$ cat config.mk
export PLATFORM = sky130hd
export DESIGN_NAME = stream_demux
export DESIGN_NICKNAME = d
export VERILOG_FILES = /design/src/rtl/stream_demux.sv
export SDC_FILE = /design/constraint.sdc
export NUM_CORES = 1
export LEC_CHECK = 0
export ABC_AREA = 0
export CAP_MARGIN = 20
export CORE_UTILIZATION = 34
export DETAILED_ROUTE_END_ITERATION = 7
export PLACE_DENSITY = 0.6
export SLEW_MARGIN = 5
export SYNTH_ARGS = -nofsm -noshare
export SYNTH_HDL_FRONTEND = slang
export SYNTH_SLANG_ARGS = --single-unit
$ cat constraint.sdc
create_clock -name Clk -period 1.7 [get_ports Clk]
set_input_delay 0.255 -clock Clk [delete_from_list [all_inputs] [get_ports Clk]]
set_output_delay 0.255 -clock Clk [all_outputs]
set_load 0.1 [all_outputs]
$ cat src/rtl/stream_demux.sv
// 1-to-2 registered stream demultiplexer: each word on the valid/ready input is
// steered by In_Select into a one-word register on channel 0 or 1, with per-channel delivery counters.
module stream_demux #(
  parameter int unsigned WIDTH     = 16,
  parameter int unsigned CNT_WIDTH = 8
) (
  input  logic                 Clk,
  input  logic                 Rst_n,
  input  logic [WIDTH-1:0]     In_Data,
  input  logic                 In_Select,
  input  logic                 In_Valid,
  output logic                 In_Ready,
  output logic [WIDTH-1:0]     Out0_Data,
  output logic                 Out0_Valid,
  input  logic                 Out0_Ready,
  output logic [WIDTH-1:0]     Out1_Data,
  output logic                 Out1_Valid,
  input  logic                 Out1_Ready,
  input  logic                 Clear,
  output logic [CNT_WIDTH-1:0] Count0,
  output logic [CNT_WIDTH-1:0] Count1
);

  typedef enum logic {EMPTY = 1'b0, FULL = 1'b1} chan_state_e;

  chan_state_e          state_q [2];
  chan_state_e          state_d [2];
  logic [WIDTH-1:0]     data_q  [2];
  logic [WIDTH-1:0]     data_d  [2];
  logic [CNT_WIDTH-1:0] cnt_q   [2];
  logic [CNT_WIDTH-1:0] cnt_d   [2];
  logic [1:0]           out_ready;
  logic [1:0]           drain;
  logic [1:0]           load;
  logic                 accept;

  assign out_ready = {Out1_Ready, Out0_Ready};

  // Ready looks only at the selected channel so a stalled sibling never blocks traffic.
  always_comb begin
    In_Ready = 1'b0;
    if (In_Select) begin
      In_Ready = (state_q[1] == EMPTY) | Out1_Ready;
    end else begin
      In_Ready = (state_q[0] == EMPTY) | Out0_Ready;
    end
  end

  assign accept  = In_Valid & In_Ready;
  assign load[0] = accept & ~In_Select;
  assign load[1] = accept & In_Select;

  always_comb begin
    for (int unsigned i = 0; i < 2; i++) begin
      state_d[i] = state_q[i];
      data_d[i]  = data_q[i];
      cnt_d[i]   = cnt_q[i];
      drain[i]   = (state_q[i] == FULL) & out_ready[i];
      // A same-cycle load wins over a drain so the register reloads and stays FULL.
      if (load[i]) begin
        state_d[i] = FULL;
        data_d[i]  = In_Data;
      end else if (drain[i]) begin
        state_d[i] = EMPTY;
      end
      if (Clear) begin
        cnt_d[i] = '0;
      end else if (drain[i]) begin
        cnt_d[i] = cnt_q[i] + CNT_WIDTH'(1);
      end
    end
  end

  always_ff @(posedge Clk or negedge Rst_n) begin
    if (!Rst_n) begin
      for (int unsigned i = 0; i < 2; i++) begin
        state_q[i] <= EMPTY;
        data_q[i]  <= '0;
        cnt_q[i]   <= '0;
      end
    end else begin
      for (int unsigned i = 0; i < 2; i++) begin
        state_q[i] <= state_d[i];
        data_q[i]  <= data_d[i];
        cnt_q[i]   <= cnt_d[i];
      end
    end
  end

  assign Out0_Valid = (state_q[0] == FULL);
  assign Out1_Valid = (state_q[1] == FULL);
  assign Out0_Data  = data_q[0];
  assign Out1_Data  = data_q[1];
  assign Count0     = cnt_q[0];
  assign Count1     = cnt_q[1];

endmodule
# == Word level (Yosys, flattened, before mapping) ==
# Cells that the tools add are included.
# Widths: inputs -> output; s select.
# word_totals
reg_bits,50
out_inout_bits,51
elab_cells,31
# op_classes
n_addsub,2
mux,9
bitwise_logic,10
n_reduce_logical,4
# ops
cell,n
$mux 8,4
$add 8x1->8 const B,2
$reduce_bool 2->1,4
$and 1x1->1,5
$mux 1,5
$not 1->1,3
$or 1x1->1,2

# == Logic depth before layout (Yosys ltp) ==
# depth
ltp_word,6
mapped_depth,5
mapped_depth_nobuf,4

# == Worst setup path before layout ==
# OpenSTA, ideal clock, no wires.
# synth_timing
path_type,register -> register
start,register state_q (netlist bit Out0_Valid)
end,register cnt_q (netlist bit Count0[5])
setup_time_ps,78
t_arrival_ps,1937
required_time_ps,1622
path_slack_ps,-315
path_stages_with_launch,4
n_path_buf,0
synth_period_minus_slack_ps,2015
cell_sequence,dfrtp_1 nand2_1 or4_1 a21oi_1
# synth_between
elab_chain_cells,2
# synth_rtl
item,line,source
"start, declared",26,chan_state_e state_q [2];
"start signal, assigned by index",83,state_q[i] <= state_d[i];
$and 1x1->1,58,drain[i] = (state_q[i] == FULL) & out_ready[i];
$reduce_bool 2->1 (no line),n/a,
"end signal, assigned by index",85,cnt_q[i] <= cnt_d[i];
"end, declared",30,logic [CNT_WIDTH-1:0] cnt_q [2];
# Every way passes these cells.
# A chain may end at the register's enable or synchronous reset.

# == Worst setup path after layout ==
# layout_timing
start,input port Out0_Ready
end,output port In_Ready
# layout_between
elab_chain_cells,2
# layout_rtl
item,line,source
"start, declared",15,"input logic Out0_Ready,"
$or 1x1->1,45,In_Ready = (state_q[0] == EMPTY) | Out0_Ready;
$mux 1,42,if (In_Select) begin
"end, declared",12,"output logic In_Ready,"
# Every way passes these cells.

==> impl_metrics.ini <==
[drt]
drt_pass1_iterations = 4
post-route-drc-count = 0
viasPerCell = 4.89
ant_nets = 0
vias = 1573
routed_wl_um = 4710
drtIter0Drc = 71
wl_per_cell_um = 14.6

[placement]
gp_congestion = 0.708
hpwl_um = 3490
place_worst_setup_slack_ns = -0.130
port_buffers = 73
dp.cells = 311
dpl_cell_area_um2 = 3510

[cells_and_area]
area_growth_pct = 75.7
final_common_cell = buf_12
final_cell_mix = buf_12 (54), dfrtp_1 (34), mux2_2 (32), clkdlybuf4s50_1 (21), dfrtp_2 (15)
fill_cells = 470
final_cells = 322
antennaDiodeCount = 0
drive_gt1_share_pct = 49.4
nNetsFinal = 271
final_cell_area_um2 = 3650

[setup_path]
path_max_fanout = 2
crit_chain = clkdlybuf4s50_1 -> nand2b_4 -> buf_4 -> mux2_2 -> buf_12
worst_ep_required_time_ns = 1.44
reg2reg_slack_ns = 0.24
startpoint_type = input port
slowest_stage = clkdlybuf4s50_1
max_stage_delay_ns = 0.43
cp_data_arrival_time_ns = 1.42
reg2reg_to = Out0_Data[2]
cp-end-kind = primary output
timing.rr.start = Out0_Valid
crit_path_start = Out0_Ready
ff2ff_path_depth = 4
crit_type = in -> out

[power]
vdd_drop_max_mv = 0.844
power_mw = 4.44
power.leakage_nw = 1.51
p_per_area_nw_per_um2 = 1220

[die]
die_h_um = 80.2
fp-row-count = 28
fp.coreArea_um2 = 5920
dieArea_um2 = 6430
fp.dieW_um = 80.2
start_util_pct = 35.1
io_pins = 74

[clocking]
clockBufferDepth = 2
numCtsBuffers = 5
root_buffer = clkbuf_8
cts_sinks = 50
cts_tree = done
clk_pin_slew_ns = 0.09
htreeDepth = 2
insertion_delay_ns = 0.30

[sta]
drv_slew = 0
worst_slack_ns = 0.0229
slew_headroom_pct = 73.0
setup_tns_ns = 0
finalHoldViolCount = 0
rsz0062_at_grt = no
timing.final.crit_period_ns = 1.68
fin_crit_sh_pct = 98.7
setup_viol = 0
fmax_mhz = 596
finClkSkew_ns = 0.00442
tightest_slew_ns = 0.406

[global_route]
grt_max_degree = 36
grtUsageTotal_pct = 17.0
grt_pass1_vias = 1676
globalRouteOverflowTotal = 0
grt_pass1_wl_um = 8200
antenna_found_initial = 0

[run]
maxCapViolCount = 0

[synth]
ys_warn_count = 0
synth-seq-cells = 50
synth.net_count = 183
postSynthCellCount = 158
ys_types = 25
syn_area_um2 = 2080
syn_area_per_cell_um2 = 13.1
seq_area_frac_synth_pct = 60.2

[min_path]
hp-class = in -> async

[outcome]
status = complete, no violations
==> area by class of cell <==
class | instances | area [um^2] | share of cell area, %
Clock buffer | 7 | 76.3 | 2.09
Clock inverter | 1 | 30.0 | 0.823
Inverter | 3 | 11.3 | 0.309
Multi-Input combinational cell | 100 | 791 | 21.7
Sequential cell | 50 | 1270 | 34.9
Tap cell | 75 | 93.8 | 2.57
Timing Repair Buffer | 86 | 1370 | 37.6
==> cell usage after synthesis <==
master / count / area share, %
inv_1: 3 / 0.54
a21oi_1: 12 / 2.9
mux2_2: 32 / 17
mux2_1: 1 / 0.54
nor2b_1: 1 / 0.30
nor3b_4: 1 / 0.90
xnor2_1: 2 / 0.84
or4_1: 4 / 1.4
nand4_1: 4 / 1.2
ha_1: 2 / 1.2
nand2_1: 8 / 1.4
o31ai_1: 4 / 1.4
nand3_1: 6 / 1.4
nand2b_1: 2 / 0.60
nor2_1: 4 / 0.72
buf_2: 1 / 0.24
and3_2: 1 / 0.36
xor2_1: 2 / 0.84
clkbuf_1: 2 / 0.36
o21ai_0: 7 / 1.7
and3_1: 1 / 0.30
or3_1: 6 / 1.8
buf_8: 1 / 0.72
dfrtp_1: 50 / 60
buf_6: 1 / 0.54
==> state kept, by name, summed over array words and instances (netlist names) <==
name	count
Count0	8
Count1	8
Out0_Data	16
Out0_Valid	1
Out1_Data	16
Out1_Valid	1
==> power breakdown <==
group          switching, mW  internal, mW
Sequential             0.169          1.34
Combinational           1.33         0.782
Clock                  0.372         0.440
Total                   1.87          2.56
==> through the flow <==
stage                     util (%)  hold slack, ns
after floorplan                  -         -0.0406
after global placement        59.3           0.204
after detailed placement      59.3           0.216
after CTS                     61.3           0.413
after global routing          61.6           0.431
final                         61.6           0.404
==> kinds of logic after synthesis <==
kind of cell             share of synthesized area (%)
multiplexers                                      17.9
buffers and inverters                             2.41
adder cells (fa/ha/maj)                           1.20
flip-flops                                        60.2
XOR/XNOR                                          1.69
AO/OA/AOI/OAI                                     6.02
AND/OR/NAND/NOR                                   10.5
==> how the worst max path moves through the flow <==
stage / slack [ns] / cells past startpoint / end
after floorplan: 0.001 / 4 / Out0_Data[10]
after global placement: -0.13 / 5 / Out1_Data[0]
after detailed placement: -0.13 / 5 / Out1_Data[8]
after CTS: 0.005 / 5 / In_Ready
after global routing: 0.001 / 5 / In_Ready
final: 0.02 / 5 / In_Ready
==> per-layer routing <==
layer	routed length [um]	vias to the layer above	share of wire, %	track usage [%]
li1	-	741	-	-
met1	2010	761	43	21.5
met5	0	-	0	0
met3	517	8	11	8.07
met4	53	0	1.1	4.82
met2	2120	63	45	25.7
==> critical path, delay by kind of cell <==
| kind | cells | cell delay [ns] |
|---|---|---|
| mux | 1 | 0.28 |
| simple gates | 1 | 0.16 |
| buf+inv | 3 | 0.72 |
==> repair_timing <==
action / 4_1_cts / 5_1_grt
hold buffers: 1 / 0
resized for setup: 0 / 1
endpoints found under the setup margin: 0 / 1
setup buffers: 0 / 2
endpoints found under the hold margin: 15 / 0
No activity file was read; power rests on OpenSTA's default activity.
